==> config.mk <==
export PLATFORM = sky130hd
export DESIGN_NAME = ext_access_ctrl
export DESIGN_NICKNAME = d
export VERILOG_FILES = /design/src/rtl/ext_access_ctrl.sv
export SDC_FILE = /design/constraint.sdc
export NUM_CORES = 1
export LEC_CHECK = 0
export BUFFER_PORTS_ARGS = -buffer_cell sky130_fd_sc_hd__buf_2
export CAP_MARGIN = 20
export CORE_ASPECT_RATIO = 0.6
export CORE_MARGIN = 1
export CORE_UTILIZATION = 30
export CTS_CLUSTER_DIAMETER = 40
export DETAILED_ROUTE_END_ITERATION = 10
export SLEW_MARGIN = 30
export SYNTH_ARGS = -nofsm -noshare
export SYNTH_HDL_FRONTEND = slang
export SYNTH_SLANG_ARGS = --single-unit
export TNS_END_PERCENT = 10
==> constraint.sdc <==
create_clock -name clk -period 4.5 [get_ports clk]
set_input_delay 0.9 -clock clk [delete_from_list [all_inputs] [get_ports clk]]
set_output_delay 0.9 -clock clk [all_outputs]
set_load 0.1 [all_outputs]
==> src/rtl/ext_access_ctrl.sv <==
// External-data access sequencer: stalls the front of the pipeline while a req/ack read completes.
// Optional REQ timeout with sticky error flag is built when EXT_TIMEOUT_EN is defined.
module ext_access_ctrl #(
    parameter int unsigned TIMEOUT = 16
) (
    input  logic        clk,
    input  logic        rst,
    input  logic        ex_valid,
    input  logic        ex_ext_rd,
    input  logic [7:0]  ex_addr,
    input  logic        ext_ack,
    input  logic [7:0]  ext_rdata,
    output logic        ext_req,
    output logic [7:0]  ext_addr,
    output logic        stall,
    output logic        wb_kill,
    output logic [7:0]  ext_data,
    output logic        ext_err,
    output logic [15:0] stall_cnt
);

    typedef enum logic [1:0] {
        IDLE = 2'd0,
        REQ  = 2'd1,
        DONE = 2'd2
    } state_t;

    if (TIMEOUT < 2 || TIMEOUT > 255) begin : g_bad_timeout
        $error("ext_access_ctrl: TIMEOUT must be in 2..255");
    end

    state_t      state_q, state_d;
    logic        ext_req_q, ext_req_d;
    logic [7:0]  ext_addr_q, ext_addr_d;
    logic [7:0]  ext_data_q, ext_data_d;
    logic [15:0] stall_cnt_q, stall_cnt_d;
    logic        trigger;

`ifdef EXT_TIMEOUT_EN
    localparam logic [7:0] TMO_LAST = 8'(TIMEOUT - 1);
    logic [7:0] tmo_cnt_q, tmo_cnt_d;
    logic       ext_err_q, ext_err_d;
`endif

    // DONE deliberately ignores the trigger so the released load gets its writeback slot.
    assign trigger = (state_q == IDLE) && ex_valid && ex_ext_rd;
    assign stall   = trigger || (state_q == REQ);
    assign wb_kill = stall;

    always_comb begin
        state_d     = state_q;
        ext_req_d   = ext_req_q;
        ext_addr_d  = ext_addr_q;
        ext_data_d  = ext_data_q;
        stall_cnt_d = stall_cnt_q;
`ifdef EXT_TIMEOUT_EN
        tmo_cnt_d   = tmo_cnt_q;
        ext_err_d   = ext_err_q;
`endif

        if (stall && (stall_cnt_q != 16'hFFFF)) begin
            stall_cnt_d = stall_cnt_q + 16'd1;
        end

        case (state_q)
            IDLE: begin
                if (trigger) begin
                    ext_addr_d = ex_addr;
                    ext_req_d  = 1'b1;
                    state_d    = REQ;
`ifdef EXT_TIMEOUT_EN
                    tmo_cnt_d  = 8'd0;
`endif
                end
            end
            REQ: begin
                // Ack has priority over an expiring timeout.
                if (ext_ack) begin
                    ext_data_d = ext_rdata;
                    ext_req_d  = 1'b0;
                    state_d    = DONE;
                end
`ifdef EXT_TIMEOUT_EN
                else if (tmo_cnt_q == TMO_LAST) begin
                    ext_data_d = 8'h00;
                    ext_req_d  = 1'b0;
                    ext_err_d  = 1'b1;
                    state_d    = DONE;
                end else begin
                    tmo_cnt_d  = tmo_cnt_q + 8'd1;
                end
`endif
            end
            DONE: begin
                state_d = IDLE;
            end
            default: begin
                state_d   = IDLE;
                ext_req_d = 1'b0;
            end
        endcase
    end

    always_ff @(posedge clk) begin
        if (rst) begin
            state_q     <= IDLE;
            ext_req_q   <= 1'b0;
            ext_addr_q  <= 8'h00;
            ext_data_q  <= 8'h00;
            stall_cnt_q <= 16'h0000;
        end else begin
            state_q     <= state_d;
            ext_req_q   <= ext_req_d;
            ext_addr_q  <= ext_addr_d;
            ext_data_q  <= ext_data_d;
            stall_cnt_q <= stall_cnt_d;
        end
    end

`ifdef EXT_TIMEOUT_EN
    always_ff @(posedge clk) begin
        if (rst) begin
            tmo_cnt_q <= 8'd0;
            ext_err_q <= 1'b0;
        end else begin
            tmo_cnt_q <= tmo_cnt_d;
            ext_err_q <= ext_err_d;
        end
    end

    assign ext_err = ext_err_q;
`else
    assign ext_err = 1'b0;
`endif

    assign ext_req   = ext_req_q;
    assign ext_addr  = ext_addr_q;
    assign ext_data  = ext_data_q;
    assign stall_cnt = stall_cnt_q;

endmodule
After elaboration in Yosys (flattened, before gate mapping)
Cells that the tools add are included.
{ "word_totals": {"ff_bits": 35, "inputBits": 21, "output_inout_bits": 36} }
{ "op_classes": {"addsub": 1, "n_eq_ne": 5, "mux": 6, "n_bitwise": 1, "n_reduce_logical": 9} }
{ "ops": {"columns": ["op", "count"], "rows": [
  ["adder 16 x 1 -> 16 bit, second input constant", 1],
  ["inequality test 16 bit, second input constant", 1],
  ["AND reduction 2 bit", 3],
  ["two-way mux 2 bit", 2],
  ["inequality test 2 bit, second input constant", 2],
  ["one-hot mux 2 bit (2 select lines)", 1],
  ["logical AND 1 bit", 3],
  ["one-hot mux 1 bit (3 select lines)", 1],
  ["AND reduction 3 bit", 1],
  ["== test 2 x 1 -> 1 bit, second input constant", 1],
  ["== test 2 bit, second input constant", 1],
  ["zero test 2 bit", 1],
  ["two-way mux 1 bit", 2],
  ["logical OR 1 bit", 1],
  ["NOT 1 bit", 1]
]} }

Logic depth before layout (Yosys ltp)
{ "logic_depth": {"ltp_word": 5, "mapped_depth": 6, "depth_no_buf": 5} }

Worst setup path after synthesis
No wires, ideal clock.
{ "synth_timing": {"path_type": "input -> output", "from": "input ex_ext_rd", "to": "output wb_kill", "arrival_ns": 2.427, "slack_ns": 1.173, "cell_stages": 5, "cell_sequence": "a21oi_2 -> or2_2 -> clkbuf_1 -> inv_1 -> buf_4"} }
{ "synth_via": {"elab_chain_len": 2} }
{ "synth_rtl": {"columns": ["element", "line_no", "rtl"], "rows": [
  ["start, declared", "9", "input logic ex_ext_rd,"],
  ["logical AND 1 bit", "46", "assign trigger = (state_q == IDLE) && ex_valid && ex_ext_rd;"],
  ["logical OR 1 bit", "47", "assign stall = trigger || (state_q == REQ);"],
  ["end, declared", "16", "output logic wb_kill,"]
]} }
Every way passes these cells.

Worst setup path in the final report
{ "layout_timing": {"from": "input ex_ext_rd", "to": "output stall"} }
{ "layout_via": {"elab_chain_len": 2} }
{ "layout_rtl": {"columns": ["element", "line_no", "rtl"], "rows": [
  ["logical AND 1 bit", "46", null],
  ["logical OR 1 bit", "47", null],
  ["end, declared", "15", "output logic stall,"]
]} }
Every way passes these cells.

==> impl_results.md <==
* Fraction of synthesized area in multiplexers at around 6%
* R2R Setup Slk at around 2.4 ns
* Via count of the first global-routing pass at about 1,200
* Dpl cell area at approximately 1800 µm²
* Final Instance Area at between 1500 and 2000 µm²
* Number of distinct library cells after synthesis at 34
* Setup TNS at 0 ns
* Combinational family with the most area after synthesis: simple AND/OR/NAND/NOR gates
* Fin cells at slightly below 300
* First-pass GRT wire length at approximately 5800 µm
* Global route overflow at 0
* FILL cells at ~500
* Final clock period utilization by the worst path at about 64%
* Clk pin slew, worst setup/hold paths at 0.07 ns
* Fraction of layout instances using a drive strength above 1 at 31.9%
* Total of cells resized after clock tree synthesis at 0
* Maximum Capacitance Violations at 0
* Number of register bits inferred by synthesis at 35
* Overall routed net length at around 3500 µm
* Initial antenna violation count at 0
* Synthesized net count at 197
* Max Clock Freq at 349 MHz
* Die width at 94.7 µm
* VDD IR-drop max at roughly 0.16 mV
* RePlAce Congestion at ~0.71
* Count of placed standard cells including taps at between 200 and 300
* Sinks on Clock Net at 35
* TritonCTS clock tree: built
* Headroom to the max-slew limit at 46.7%
* Overall power of the completed layout at ~650 µW
* Compound-cell area share of the yosys netlist at roughly 16%
* Clock buffers created by TritonCTS at 5
* Async set-reset flop share out of synthesis at 0%
* Post-layout util at between 40% and 50%
* Fraction of synthesized cell area in xor and xnor cells at 0%
* Unrepaired setup endpoints after global routing: no
* Antenna Cells at 0
* Area share of fa/ha/maj cells after synthesis at less than 1%
* Yosys synthesis warning count at 0
* Number of top-level pins at 57
* Simple logic cell fraction of the synthesized area at a little over a quarter
* Number of buffers added to fix hold violations after cts at 0
* Number of synthesized flops with an enable pin at 0
* Worst-Margin Slew at between 0.7 and 0.8 ns
* Pin count of the biggest net entering global routing at 37
* Worst Path Max Fanout at 9
* Worst-case clock buffer depth at 2
* Worst setup path start: ex_ext_rd
* Initial standard-cell utilization of the core at 32.5%
* Startpoint-to-endpoint class of the critical path: primary input to output port
* Nets@finish at 247
* Clock latency on the worst-skew pair at roughly 0.28 ns
* Final Hold Slack at roughly 0.45 ns
* Worst setup path endpoint: stall
* Fraction of the yosys area taken by sequential cells at 45.3%
* Worst slack at placement at roughly 1.6 ns
* Leakage dissipation at roughly 0.84 nW
* Total Die Area at about 5500 µm²
* Cells after synthesis at between 150 and 200
* Drt initial violations at 38
* Root Driver: clkbuf_8
* Worst min-delay path category: flip-flop to flip-flop
* Pins Over Slew Limit at 0
* Hold path startpoint: ext_req$_SDFFE_PP0P_
* Crit path time final at 2.86 ns
* Antenna violation net count after detailed routing at 0
* Worst setup skew after layout at about 0.0060 ns
* Status: completed
* Reg-to-Reg Start: stall_cnt[0]$_SDFFE_PP0P_
* Final WS setup at approximately 1.6 ns
* Critical register-to-register path endpoint: stall_cnt[10]$_SDFFE_PP0P_
* Count of endpoints failing hold in the final timing report at 0
* Global-route usage over all layers at a little over an eighth
* Primary FF master, synth: dfxtp_1
* Startpoint type of the worst setup path: primary input
* Required arrival time at the worst endpoint at about 3.6 ns
* Count of buffers from port buffering at 55
* Cell area after technology mapping at between 1500 and 2000 µm²
* Average cell area after synthesis at roughly 9 µm²
* Category of the worst setup path capture point: output port
* Average detailed-routed wire length per instance at approximately 12 µm
* Avg Vias per Cell at a little under 5
* Remaining routing DRC violations at 0
* Max H-tree Level at 2
* Overall die height at roughly 58 µm
* Pwr per Cell Area at 340 nW/µm²
* Core Region at approximately 4800 µm²
* Detailed Routing Iterations Pass 1 at 4
* Post-CTS setup-driven buffer insertion count at 0
* Worst path arrival time at 1.96 ns
* Via total after detailed routing at between 1,000 and 1,500
* Synthesis-to-layout area growth at 23.3%
* Count of cells along the worst register-to-register path at 5
* Number of rows in the core area at 19
* Final setup violation count at 0
* HPWL Detailed at roughly 2500 µm
==> state kept, by name, indices dropped and copies added, names as in the netlist <==
name / cells
ext_req: 1
ext_addr: 8
state_q: 2
ext_data: 8
stall_cnt: 16
==> report_power, final <==
group          switching [mW]  internal, mW
registers             0.00520         0.317
clock network           0.109         0.109
logic                  0.0874        0.0199
total                   0.202         0.446
==> critical path, stage by stage <==
cell     delay [ns]
buf_2          0.09
a21oi_2        0.06
or2_2          0.35
inv_1          0.12
buf_2          0.43
==> layout by cell type (no fill, tap or decap), types with 3 or more instances in the layout <==
cell type	instances
dfxtp_1	35
buf_2	55
clkbuf_8	5
nor2_1	10
or4_1	9
nand2_1	24
o21ai_0	5
or3_1	4
nand3_1	3
mux2i_1	8
a21oi_1	24
o31ai_1	10
nand4_1	6
or3_2	3
==> cell type report <==
| cell class | count | area [µm²] | area share [%] |
|---|---|---|---|
| multi-input combinational | 126 | 762 | 40.0 |
| sequential | 35 | 701 | 36.8 |
| timing repair buffer | 55 | 275 | 14.4 |
| tap | 63 | 78.8 | 4.14 |
| clock buffer | 7 | 76.3 | 4.01 |
| inverter | 2 | 7.51 | 0.394 |
| clock inverter | 1 | 5.00 | 0.263 |
==> cells by family (layout without fill, tap and decap cells) <==
logic type / count (synthesis) / in the layout
other: 1 / 1
adder cells (fa/ha/maj): 1 / 1
AND/OR/NAND/NOR: 73 / 73
buffers and inverters: 14 / 65
flip-flops: 35 / 35
multiplexers: 9 / 9
AO/OA/AOI/OAI: 42 / 42
==> synthesized netlist by cell type, types with 3 or more instances <==
| cell type | instances | area (µm²) |
|---|---|---|
| dfxtp_1 | 35 | 701 |
| a21oi_1 | 24 | 120 |
| nand2_1 | 24 | 90.1 |
| nor2_1 | 10 | 37.5 |
| o31ai_1 | 10 | 75.1 |
| or4_1 | 9 | 67.6 |
| mux2i_1 | 8 | 80.1 |
| nand4_1 | 6 | 37.5 |
| clkbuf_1 | 5 | 18.8 |
| o21ai_0 | 5 | 25.0 |
| or3_1 | 4 | 25.0 |
| nand3_1 | 3 | 15.0 |
| or3_2 | 3 | 22.5 |
==> worst min-delay path by stage <==
stage                                           to  depth (start not counted)
after detailed placement      ext_req$_SDFFE_PP0P_                          2
after global placement    ext_addr[2]$_SDFFE_PP0P_                          2
final                         ext_req$_SDFFE_PP0P_                          2
after CTS                     ext_req$_SDFFE_PP0P_                          2
after global routing      ext_addr[0]$_SDFFE_PP0P_                          2
after floorplan               ext_req$_SDFFE_PP0P_                          3
==> per-layer routing <==
layer / global-route usage (%) / up-vias / part of all wire, %
met1: 21.3 / 640 / 55
met5: 0 / - / 0
met4: 1.95 / 0 / 0
met3: 5.20 / 0 / 7.3
met2: 17.9 / 40 / 38
li1: - / 735 / -
No activity file was read; power rests on OpenSTA's default activity.
